===== src/rtl/mod_n_counter.sv =====
// mod_n_counter: parametrised modulo-N up/down counter.
//   - counts through 0..MODULUS-1, wrap or saturate at the ends (runtime sat)
//   - synchronous parallel load, priority rst > load > en > hold
//   - combinational terminal count (tc) for cascading into the next stage's en
//   - registered one-cycle pulses: wrapped (wrap event), err (rejected load)
// Optional feature macro: MOD_N_COUNTER_LOAD_CHECK_EN
//   defined   : load_val >= MODULUS is rejected (out holds, err pulses)
//   undefined : load_val >= MODULUS is clamped to MODULUS-1, err tied low
// Legal parameters: 2 <= MODULUS <= 2**WIDTH.
module mod_n_counter #(
  parameter int MODULUS = 5,
  parameter int WIDTH   = 4
) (
  input  logic             clk,
  input  logic             rst,
  input  logic             en,
  input  logic             up,
  input  logic             sat,
  input  logic             load,
  input  logic [WIDTH-1:0] load_val,
  output logic [WIDTH-1:0] out,
  output logic             tc,
  output logic             wrapped,
  output logic             err
);

  // Top count value. All arithmetic stays WIDTH bits wide; the ends are found
  // by comparing against constants, so MODULUS = 2**WIDTH needs no special case.
  localparam logic [WIDTH-1:0] MAX_VAL = WIDTH'(MODULUS - 1);

  // MODULUS widened by one bit so the load range check also covers 2**WIDTH,
  // in which case every load_val is legal.
  localparam logic [WIDTH:0] MOD_EXT = (WIDTH + 1)'(MODULUS);

  logic             at_max;
  logic             at_zero;
  logic             load_ok;
  logic [WIDTH-1:0] next_out;
  logic             next_wrapped;
  logic             next_err;

  assign at_max  = (out == MAX_VAL);
  assign at_zero = (out == '0);
  assign load_ok = ({1'b0, load_val} < MOD_EXT);

  // Terminal count: the next enabled edge would wrap or saturate. It ignores
  // sat and load so a cascade sees a stable enable from the count alone.
  assign tc = en & ((up & at_max) | (~up & at_zero));

  // Next-state selection following the rst > load > en > hold priority
  // (rst is applied in the register block below).
  always_comb begin
    // NOTE: every output of this block gets a default first, so no path
    // through the if/else tree can leave a signal unassigned and infer a latch.
    next_out     = out;
    next_wrapped = 1'b0;
    next_err     = 1'b0;

    if (load) begin
      if (load_ok) begin
        next_out = load_val;
      end else begin
`ifdef MOD_N_COUNTER_LOAD_CHECK_EN
        // Rejected load: keep the count, suppress counting, flag the error.
        next_err = 1'b1;
`else
        // Out-of-range load clamps to the top of the range.
        next_out = MAX_VAL;
`endif
      end
    end else if (en) begin
      if (up) begin
        if (!at_max) begin
          next_out = out + 1'b1;
        end else if (!sat) begin
          next_out     = '0;
          next_wrapped = 1'b1;
        end
      end else begin
        if (!at_zero) begin
          next_out = out - 1'b1;
        end else if (!sat) begin
          next_out     = MAX_VAL;
          next_wrapped = 1'b1;
        end
      end
    end
  end

  // Count and status registers with synchronous active-high reset; the status
  // pulses line up with the count value produced by the same edge.
  always_ff @(posedge clk) begin
    // NOTE: non-blocking assignments so every register samples the values
    // from before this edge, independent of statement order.
    if (rst) begin
      out     <= '0;
      wrapped <= 1'b0;
      err     <= 1'b0;
    end else begin
      out     <= next_out;
      wrapped <= next_wrapped;
      err     <= next_err;
    end
  end

endmodule


===== config.mk =====
export PLATFORM = sky130hd
export DESIGN_NAME = mod_n_counter
export DESIGN_NICKNAME = d
export VERILOG_FILES = /design/src/rtl/mod_n_counter.sv
export SDC_FILE = /design/constraint.sdc
export NUM_CORES = 1
export LEC_CHECK = 0
export ABC_CLOCK_PERIOD_IN_PS = 3470
export BUFFER_PORTS_ARGS = -buffer_cell sky130_fd_sc_hd__buf_2
export CAP_MARGIN = 20
export CELL_PAD_IN_SITES_DETAIL_PLACEMENT = 0
export CELL_PAD_IN_SITES_GLOBAL_PLACEMENT = 2
export CORE_ASPECT_RATIO = 0.8
export CORE_MARGIN = 10
export CORE_UTILIZATION = 28
export DETAILED_ROUTE_END_ITERATION = 7
export PLACE_DENSITY = 0.78
export SLEW_MARGIN = 0
export SYNTH_ARGS = -nofsm -noshare
export SYNTH_HDL_FRONTEND = slang
export SYNTH_SLANG_ARGS = --single-unit

===== constraint.sdc =====
create_clock -name clk -period 3.47 [get_ports clk]
set_input_delay 0.1735 -clock clk [delete_from_list [all_inputs] [get_ports clk]]
set_output_delay 0.1735 -clock clk [all_outputs]
set_load 0.01 [all_outputs]

### Word level (Yosys, flattened, before mapping)

Cells that the tools add are included.

| word-level totals | value |
|---|---|
| flip-flop bits (word level) | 5 |
| bits of input ports | 10 |
| output and inout port bits | 7 |

| operators by class | value |
|---|---|
| $add $sub $neg | 2 |
| magnitude comparators | 1 |
| equal/unequal tests | 3 |
| muxes and demuxes | 12 |
| bitwise logic cells | 6 |
| reduce and logical (&&, ||, !) cells | 4 |

Operators with widths:

| kind | count |
|---|---|
| two-way mux 4 bit | 8 |
| inequality test 4 bit, second input constant | 2 |
| adder 4 x 1 -> 4 bit, second input constant | 1 |
| equality test 4 x 3 -> 1 bit, second input constant | 1 |
| zero test 4 bit | 1 |
| less-than comparator 4 x 3 -> 1 bit, second input constant | 1 |
| two-way mux 1 bit | 4 |
| subtractor 4 x 1 -> 4 bit, second input constant | 1 |
| AND 1 bit | 3 |
| AND reduction 3 bit | 1 |
| OR reduction 3 bit | 1 |
| inverter 1 bit | 2 |
| nonzero test 2 bit | 1 |
| OR 1 bit | 1 |

### Longest topological paths before layout

| logic depth | value |
|---|---|
| word-level depth | 5 |
| depth in mapped cells | 6 |

### Worst setup path after synthesis

Ideal clock, no wire load.

| timing | value |
|---|---|
| path kind | register -> register |
| start point | reg out[1] |
| end point | reg out[3] |
| arrival time | 1465 ps |
| setup slack | 1918 ps |
| stages on the path, launching flop included | 7 |
| clock period less this slack | 1552 ps |
| cells stage by stage | dfxtp_1 -> inv_1 -> ha_1 -> or2_2 -> o22ai_1 -> a21oi_1 -> a221oi_2 |

| on the way | value |
|---|---|
| word-level cells in the longest chain between the ends | 5 |

Ends and longest elaborated chain:

| what | line | text |
|---|---|---|
| start, declared | 21 | `output logic [WIDTH-1:0] out,` |
| start signal, assigned | 100 | `out <= next_out;` |
| subtractor 4 x 1 -> 4 bit, or another cell as far along | 81 | `next_out = out - 1'b1;` |
| two-way mux 4 bit (on tied branches) | 80, 73 |  |
| two-way mux 4 bit | 72 | `if (up) begin` |
| two-way mux 4 bit | 71 | `end else if (en) begin` |
| two-way mux 4 bit | 59 | `if (load) begin` |

Parallel ways exist; a longest one is shown, timed or not. The select of a mux whose other input is x is not followed.
A chain may end at the register's enable or synchronous reset.

### Worst setup path after layout

| timing | value |
|---|---|
| start point | reg out[1] |
| end point | out tc |

| on the way | value |
|---|---|
| word-level cells in the longest chain between the ends | 4 |

Ends and longest elaborated chain:

| what | line | text |
|---|---|---|
| equality test 4 x 3 -> 1 bit / zero test 4 bit (equally long branches) | 42, 43 |  |
| AND 1 bit | 48 | `assign tc = en & ((up & at_max) \| (~up & at_zero));` |
| OR 1 bit (*) | 48 |  |
| AND 1 bit (*) | 48 |  |
| end, declared | 22 | `output logic tc,` |

Mark *: on every way between the ends. The rest lies on a longest branch, timed or not.

==> impl_metrics.json <==
{
  "grt_remaining_overflow": 0,
  "num-fill-cells": 173,
  "rsz0062_at_grt": "false",
  "path_class": "reg2out",
  "critPathBufInv": 2,
  "drtPass1Iterations": 4,
  "cts_max_path_buffers": 2,
  "grt_antenna_before_repair": 0,
  "io_pins": 17,
  "hold_path.class": "in2reg",
  "drive_above_1_share_pct": 37.7,
  "cts_resized": 0,
  "critPathTopFamily": "flip-flops",
  "cts_tree": "built",
  "seqPwrFrac_pct": 35.3,
  "ctsRootBufferMaster": "clkbuf_4",
  "grt_max_degree": 10,
  "combPwrFrac_pct": 29.8,
  "start_util_pct": 29.0,
  "nNetsFinal": 82,
  "syn_area_um2": 462,
  "ys_seq_area_share_pct": 21.7,
  "ys_async_sr_fraction_pct": 0,
  "post_cts_buffers": 0,
  "outcome": "complete, no violations",
  "fin_setup_tns_ns": 0,
  "num_rows": 13,
  "yosysTopAreaCell": "dfxtp_1",
  "wire_per_inst_um": 12.4,
  "finClkSkew_ns": 0.00219,
  "die-area_mm2": 0.00368,
  "grt.total_usage_pct": 6.79,
  "die_h_um": 56.3,
  "clk_pin_slew_ns": 0.05,
  "hpwl_um": 950,
  "grt_pass1_vias": 478,
  "coreArea_mm2": 0.00159,
  "slew_violations": 0,
  "drt_iter0_markers": 4,
  "critical_path.max_fanout": 7,
  "yosysWarnings": 0,
  "vias": 425,
  "synth_top_area_share_pct": 21.7,
  "slowest_delay_ns": 0.43,
  "syn_area_per_cell_um2": 8.71,
  "postRouteWirelength_um": 1130,
  "syn2layout_area_growth_pct": 21.4,
  "grt_first_pass_wirelength_um": 1980,
  "finalCritPeriodShare_pct": 49.3,
  "port-buffer-count": 15,
  "numCtsBuffers": 3,
  "syn_inst": 53,
  "synthFlopType": "dfxtp_1",
  "clk-insertion-delay-late_ns": 0.24,
  "synth_edf_count": 0,
  "synth-seq-cells": 5,
  "maxCapViolCount": 0,
  "path_cells": "inv_1, ha_1, nor3b_2, and2_1, buf_2",
  "syn-num-nets": 65,
  "intPower_uw": 132,
  "place.gp.congestion": 0.739,
  "antenna_left": 0,
  "switching_share_pct": 31.7,
  "fin_crit_ns": 1.71,
  "hold_violations": 0,
  "num_antenna_cells": 0,
  "leakage_nw": 0.236,
  "critPathRequiredTime_ns": 3.30,
  "die_w_um": 65.4,
  "synthTopCellsByCount": "dfxtp_1, nand2_1, inv_1",
  "drc_errors": 0,
  "slowest_stage": "dfxtp_1",
  "viasPerCell": 4.67,
  "setup_viol": 0,
  "cp_data_arrival_time_ns": 1.54,
  "critPathCaptureType": "primary output",
  "dp_slack_ns": 1.84,
  "ys_types": 33,
  "p_sw_uw": 61.4,
  "cts_num_sinks": 5,
  "synthTopCellsByArea": "dfxtp_1, ha_1, nor3b_2",
  "p_per_area_mw_per_mm2": 346,
  "htreeDepth": 1,
  "fmax_ghz": 0.584,
  "power_frac_clock_pct": 34.9,
  "vdd_drop_max_uv": 179,
  "ctsHoldBuffers": 0,
  "fin_ws_ns": 1.76,
  "cp-start-kind": "register"
}
[final cells by class]
cell class	count	area, µm²	share of cell area (%)
flip-flops and latches	5	100	17.9
well taps	22	27.5	4.91
inverters	4	15.0	2.68
multi-input cells	41	317	56.5
clock buffers	4	26.3	4.69
repair buffers	15	75.1	13.4
[power by group through the flow]
stage                     Combinational (mW)  Sequential, mW  Clock, mW
final                                 0.0577          0.0683     0.0677
after global routing                  0.0650          0.0692     0.0750
after CTS                             0.0582          0.0682     0.0704
after detailed placement              0.0580          0.0693          0
after global placement                0.0586          0.0694          0
after floorplan                       0.0455          0.0676          0
[per-layer routing]
| metal | up-vias | GRT usage [%] | part of all wire (%) |
|---|---|---|---|
| met5 | - | 0 | 0 |
| met4 | 0 | 3.66 | 0 |
| met3 | 0 | 4.16 | 9.7 |
| met2 | 13 | 9.74 | 41 |
| met1 | 194 | 7.55 | 49 |
| li1 | 218 | - | - |
[through the flow]
stage / instances / cell area [µm²] / hold WS [ns] / utilization (%) / power [mW]
2_1_floorplan: 53 / 462 / 0.244 / - / 0.113
3_3_place_gp: 87 / 534 / 0.382 / 33.5 / 0.128
3_5_place_dp: 87 / 534 / 0.378 / 33.5 / 0.127
4_1_cts: 91 / 561 / 0.119 / 35.2 / 0.197
5_1_grt: 91 / 561 / 0.126 / 35.2 / 0.209
6_report: 91 / 561 / 0.130 / 35.2 / 0.194
[flip-flops by register name, summed over array words and instances (netlist names)]
name / count
wrapped: 1
out: 4
[placed cells by master, fill, tap and decap left out, types with 2 or more instances in the layout]
cell type  synthesis  routed
a21oi_1            3       3
and2_1             2       2
buf_2              0      15
clkbuf_4           0       3
dfxtp_1            5       5
ha_1               2       2
inv_1              4       4
nand2_1            5       5
nor2_1             3       3
nor3b_1            2       2
nor3b_2            2       2
[cell families after synthesis]
logic type      Yosys count  synth area share [%]
other cells               1                 0.812
fa+ha+maj                 2                  5.42
simple gates             22                  30.6
mux                       1                  2.17
flops                     5                  21.7
compound gates           14                  26.0
buf+inv                   7                  9.76
xor+xnor                  1                  3.52
[final timing paths]
check	from	to	slack [ns]	depth (start not counted)
min reg2reg	out[1]	out[1]	0.64	2
min	sat	wrapped	0.13	2
max reg2reg	out[1]	out[3]	1.81	6
max	out[1]	tc	1.76	5
Power figures use the tool's default switching activity.
